<file path="config.mk">
export PLATFORM = sky130hd
export DESIGN_NAME = u_recv
export DESIGN_NICKNAME = d
export VERILOG_FILES = /design/src/rtl/u_recv.sv
export SDC_FILE = /design/constraint.sdc
export NUM_CORES = 1
export LEC_CHECK = 0
export CORE_MARGIN = 2
export CORE_UTILIZATION = 35
export DETAILED_ROUTE_END_ITERATION = 10
export PLACE_DENSITY = 0.57
export SYNTH_ARGS = -nofsm -noshare
export SYNTH_HDL_FRONTEND = slang
export SYNTH_SLANG_ARGS = --single-unit
export TNS_END_PERCENT = 30
</file>
<file path="constraint.sdc">
create_clock -name sys_clk -period 2.9 [get_ports sys_clk]
set_input_delay 0.58 -clock sys_clk [delete_from_list [all_inputs] [get_ports sys_clk]]
set_output_delay 0.58 -clock sys_clk [all_outputs]
set_load 0.005 [all_outputs]
</file>
<file path="src/rtl/u_recv.sv">
// 8N1 UART receiver: synchronizes the serial line, detects a start bit with glitch
// rejection, samples data and stop bits at mid-bit, and strobes each byte or framing error.
module u_recv #(
  parameter int unsigned CLOCK_DIVIDE = 1302,
  parameter int unsigned SAMPLES      = 4
) (
  input  logic       sys_clk,
  input  logic       sys_rst_I,
  input  logic       uart_RECV_dataH,
  output logic [7:0] recv_dataH,
  output logic       recv_readyH,
  output logic       recv_errH,
  output logic       recv_busyH
);

  typedef enum logic [2:0] {
    IDLE,
    START,
    DATA,
    STOP,
    WAIT_HIGH
  } state_t;

  localparam logic [15:0] DIV_RELOAD = 16'(CLOCK_DIVIDE - 1);
  localparam logic [4:0]  HALF_LAST  = 5'(SAMPLES / 2 - 1);
  localparam logic [4:0]  FULL_LAST  = 5'(SAMPLES - 1);

  state_t      state;
  state_t      state_next;
  logic [1:0]  sync;
  logic        rx_s;
  logic [15:0] div;
  logic [4:0]  tick_cnt;
  logic [3:0]  bit_cnt;
  logic [7:0]  shift;

  logic        running;
  logic        tick;
  logic        half_done;
  logic        full_done;
  logic        start_load;
  logic        phase_end;
  logic        sample_bit;
  logic        frame_good;
  logic        frame_bad;

  assign rx_s = sync[1];

  // The divider and tick counter only advance while a bit phase is being timed;
  // WAIT_HIGH just watches the line, so the tick counter can never wrap.
  assign running   = (state == START) || (state == DATA) || (state == STOP);
  assign tick      = running && (div == 16'd0);
  assign half_done = tick && (tick_cnt == HALF_LAST);
  assign full_done = tick && (tick_cnt == FULL_LAST);

  // State register; busy is registered alongside so it tracks state exactly.
  always_ff @(posedge sys_clk or posedge sys_rst_I) begin
    if (sys_rst_I) begin
      state      <= IDLE;
      recv_busyH <= 1'b0;
    end else begin
      state      <= state_next;
      recv_busyH <= (state_next != IDLE);
    end
  end

  // Next-state logic
  always_comb begin
    // NOTE: a default on every path keeps this block purely combinational (no latch).
    state_next = state;
    unique case (state)
      IDLE:      if (!rx_s) state_next = START;
      START:     if (half_done) state_next = rx_s ? IDLE : DATA;
      DATA:      if (full_done && (bit_cnt == 4'd7)) state_next = STOP;
      STOP:      if (full_done) state_next = rx_s ? IDLE : WAIT_HIGH;
      WAIT_HIGH: if (rx_s) state_next = IDLE;
      default:   state_next = IDLE;
    endcase
  end

  // Output / datapath-control decode
  always_comb begin
    start_load = 1'b0;
    phase_end  = 1'b0;
    sample_bit = 1'b0;
    frame_good = 1'b0;
    frame_bad  = 1'b0;
    unique case (state)
      IDLE:  start_load = !rx_s;
      START: phase_end  = half_done;
      DATA: begin
        phase_end  = full_done;
        sample_bit = full_done;
      end
      STOP: begin
        phase_end  = full_done;
        frame_good = full_done && rx_s;
        frame_bad  = full_done && !rx_s;
      end
      default: ;
    endcase
  end

  // Two-flop line synchronizer, idling high so reset never looks like a start bit.
  always_ff @(posedge sys_clk or posedge sys_rst_I) begin
    if (sys_rst_I) begin
      sync <= 2'b11;
    end else begin
      // NOTE: non-blocking assignments make both flops update from pre-edge values.
      sync <= {sync[0], uart_RECV_dataH};
    end
  end

  // Baud timing, bit assembly and output registers
  always_ff @(posedge sys_clk or posedge sys_rst_I) begin
    if (sys_rst_I) begin
      div         <= 16'd0;
      tick_cnt    <= 5'd0;
      bit_cnt     <= 4'd0;
      shift       <= 8'h00;
      recv_dataH  <= 8'h00;
      recv_readyH <= 1'b0;
      recv_errH   <= 1'b0;
    end else begin
      recv_readyH <= frame_good;
      recv_errH   <= frame_bad;

      if (start_load) begin
        div <= DIV_RELOAD;
      end else if (running) begin
        div <= tick ? DIV_RELOAD : div - 16'd1;
      end

      if (start_load || phase_end) begin
        tick_cnt <= 5'd0;
      end else if (tick) begin
        tick_cnt <= tick_cnt + 5'd1;
      end

      if (start_load) begin
        bit_cnt <= 4'd0;
      end else if (sample_bit) begin
        bit_cnt <= bit_cnt + 4'd1;
      end

      // LSB arrives first: inserting at the top and shifting right leaves it in bit 0.
      if (sample_bit) begin
        shift <= {rx_s, shift[7:1]};
      end

      if (frame_good) begin
        recv_dataH <= shift;
      end
    end
  end

endmodule

</file>
==> flow_summary_export.csv <==
group,metric,value,unit
status,status,"complete, no violations",
sta,setup_viol,0,
critical_path,r2r_setup_slack,0.51,ns
sta,hold_viol,0,
sta,worst_slew_pin_slew,0.928,ns
routing,drtIter0Drc,78,
worst_hold_path,hold_class,"reg2reg",
critical_path,worstPathRequired,3.07,ns
routing,antenna_left,0,
placed_design,port_buffers,13,
final_layout,n_antenna_cell,0,
yosys,ys.flop_type,"dfrtp_1",
yosys,yosysWarnings,0,
yosys,synth-seq-cells,49,
sta,timing.setup.tns,0,ns
routing,met1_length,2120,µm
power,irDropWorstVdd,0.289,mV
routing,viasPerCell,5.16,
critical_path,worstPathArrival,2.57,ns
cts,post_cts_buffers,0,
final_layout,fin_nets,234,
yosys,ys_top_cells_by_count,"47 x dfrtp_1, 25 x nor2_1, 15 x nand2_1",
floorplan,initial_core_util,36.6,%
yosys,synth_top_area_share,50.0,%
critical_path,crit_fanout,8,
worst_hold_path,worstHoldStart,"sync[0]$_DFF_PP1_",
critical_path,worstSetupStartpointType,"register",
routing,dr.max_layer_used,"met4",
routing,drc,0,
worst_hold_path,min_to,"sync[1]$_DFF_PP1_",
yosys,synth_fp_nets,215,
final_layout,layout-drive-gt1-share,17.2,%
global_route,antenna_found_initial,0,
routing,vias,1569,
floorplan,rows,29,
power,clkPwrFrac,38.2,%
floorplan,dieHeight,86.0,µm
critical_path,slowest_delay,0.48,ns
floorplan,io-pin-count,14,
cts,cts_tree,"built",
global_route,grt_pass1_vias,1590,
cts,clk_latency,0.30,ns
critical_path,critical_path.cell_chain,"inv_1 -> ha_1 -> nor4b_1 -> and4b_1 -> nand2_1 -> o21ai_1 -> a211oi_1",
sta,rsz0062_at_grt,"false",
routing,met3WireLength,104,µm
cts,cts_buffers,5,
global_route,gr-total-overflow,0,
cts,clk_transition_reported_paths,0.10,ns
critical_path,crit_type,"reg2reg",
global_route,grt_usage,13.3,%
flow_run,maxCapViolations,0,
yosys,syn_area_per_cell,11.4,µm²
yosys,yosysMostFrequentCell,"dfrtp_1",
sta,drv_slew,0,
critical_path,critPathSlowestCell,"nor4b_1",
cts,cts_hold_buf,0,
sta,clock-skew-final,0.00699,ns
power,p_switching,0.000272,W
routing,firstDrtPassIters,4,
cts,ctsResizeCount,0,
floorplan,die-area,7390,µm²
yosys,syn_inst,207,
cts,cts_root_buf,"clkbuf_8",
yosys,yosysUniqueCellTypes,50,
yosys,synth_top_area_cell,"dfrtp_1",
yosys,seq_area_frac_synth,52.2,%
yosys,synth_edf_count,0,
routing,wire_per_inst,14.4,µm
final_layout,area_growth,13.8,%
cts,htreeDepth,2,
placed_design,gp_congestion,0.754,
sta,relSlewSlack,37.6,%
power,power.internal,0.000871,W
yosys,syn_area,2350,µm²
power,power,0.00114,W
routing,wl_met2,2100,µm
placed_design,dp_hpwl,3110,µm
cts,numClockSinks,49,
sta,whs,0.361,ns
sta,fmax,418,MHz
floorplan,die_w,86.0,µm
placed_design,dpl.cell_count,296,
critical_path,r2r_start,"div[0]$_DFFE_PP0P_",
sta,period_share,82.5,%
power,comb_power_share,1.6,%
power,p_sw_share,23.8,%
cts,clockBufferDepth,2,
power,powerDensity,427,nW/µm²
sta,period_needed,2.39,ns
power,seq_power_share,60.3,%
final_layout,finalNonFillerCells,304,
routing,wl,4380,µm
global_route,grt_pass1_wl,7670,µm
critical_path,r2r-end,"tick_cnt[1]$_DFFE_PP0P_",
floorplan,core_area,6420,µm²
critical_path,reg2reg_depth,7,
yosys,async_reset_ff_share,100,%
yosys,synthTopCellsByArea,"dfrtp_1 50%, mux2_2 6.2%, nor2_1 4.0%, xnor2_1 3.4%, xor2_1 3.4%",
power,leakagePower,1.22,nW
worst_hold_path,worstHoldPathCells,0,
global_route,grt_max_degree,31,
critical_path,critPathCaptureType,"register",
-- cell families (layout without fill, tap and decap cells) --
kind of cell	Yosys count	after routing	share of synthesized area, %
adder cells (fa/ha/maj)	5	5	2.66
multiplexers	19	19	8.99
XOR/XNOR	18	18	6.70
AND/OR/NAND/NOR	84	84	20.5
buffers and inverters	14	34	2.66
flip-flops	49	49	52.2
AO/OA/AOI/OAI	18	18	6.22
-- worst max-delay path, delay by kind of cell, from the launching register on --
kind,cells,cell delay [ns]
and+or+nand+nor,3,1.13
buffers and inverters,1,0.10
adders and majority gates,1,0.14
DFF,1,0.43
AOI/OAI and AO/OA,2,0.47
-- registers in the layout, summed over array words and instances (netlist names), 2 cells and up --
signal / count
div: 16
recv_dataH: 8
shift: 8
tick_cnt: 5
bit_cnt: 4
state: 3
sync: 2
-- routing by layer --
| layer | vias up | GRT usage [%] |
|---|---|---|
| met2 | 17 | 21.0 |
| met5 | - | 0 |
| li1 | 766 | - |
| met1 | 779 | 18.4 |
| met3 | 7 | 2.69 |
| met4 | 0 | 3.90 |
-- how the worst max path moves through the flow --
stage / from / endpoint / slack [ns]
final: div[0]$_DFFE_PP0P_ / tick_cnt[1]$_DFFE_PP0P_ / 0.51
after global routing: div[0]$_DFFE_PP0P_ / tick_cnt[4]$_DFFE_PP0P_ / 0.22
after CTS: div[0]$_DFFE_PP0P_ / tick_cnt[1]$_DFFE_PP0P_ / 0.49
after detailed placement: div[0]$_DFFE_PP0P_ / tick_cnt[1]$_DFFE_PP0P_ / 0.46
after global placement: div[0]$_DFFE_PP0P_ / tick_cnt[1]$_DFFE_PP0P_ / 0.59
after floorplan: div[0]$_DFFE_PP0P_ / recv_dataH[0]$_DFFE_PP0P_ / 0.79
-- layout by cell type (no fill, tap or decap), drive strengths merged, types with 4 or more instances in the layout --
cell type       n
a21oi           4
buf             4
clkbuf          5
clkdlybuf4s50  13
dfrtp          47
ha              5
inv            11
mux2           17
nand2          16
nand3           6
nor2           27
nor3            9
nor4            4
xnor2           9
xor2            9
-- per-stage QoR --
stage	util [%]	setup slack, ns	instance area, µm²
2_1_floorplan	-	0.786	2350
3_3_place_gp	40.2	0.588	2580
3_5_place_dp	40.2	0.464	2580
4_1_cts	41.7	0.492	2680
5_1_grt	41.7	0.223	2680
6_report	41.7	0.507	2680
-- power groups by stage --
stage	Clock [W]	Combinational, W	Sequential [W]
2_1_floorplan	0	0.0000122	0.000699
3_3_place_gp	0	0.0000193	0.000702
3_5_place_dp	0	0.0000194	0.000702
4_1_cts	0.000454	0.0000194	0.000689
5_1_grt	0.000488	0.0000218	0.000689
6_report	0.000436	0.0000179	0.000689
-- final cells by class --
| type | instances | area, µm² |
|---|---|---|
| multi-input cells | 144 | 1060 |
| fillers | 605 | 3740 |
| clock buffers | 5 | 68.8 |
| well taps | 77 | 96.3 |
| flip-flops and latches | 49 | 1230 |
| clock inverters | 3 | 28.8 |
| repair buffers | 17 | 160 |
| inverters | 9 | 33.8 |
Note: power is estimated with default switching activity, not from simulation.
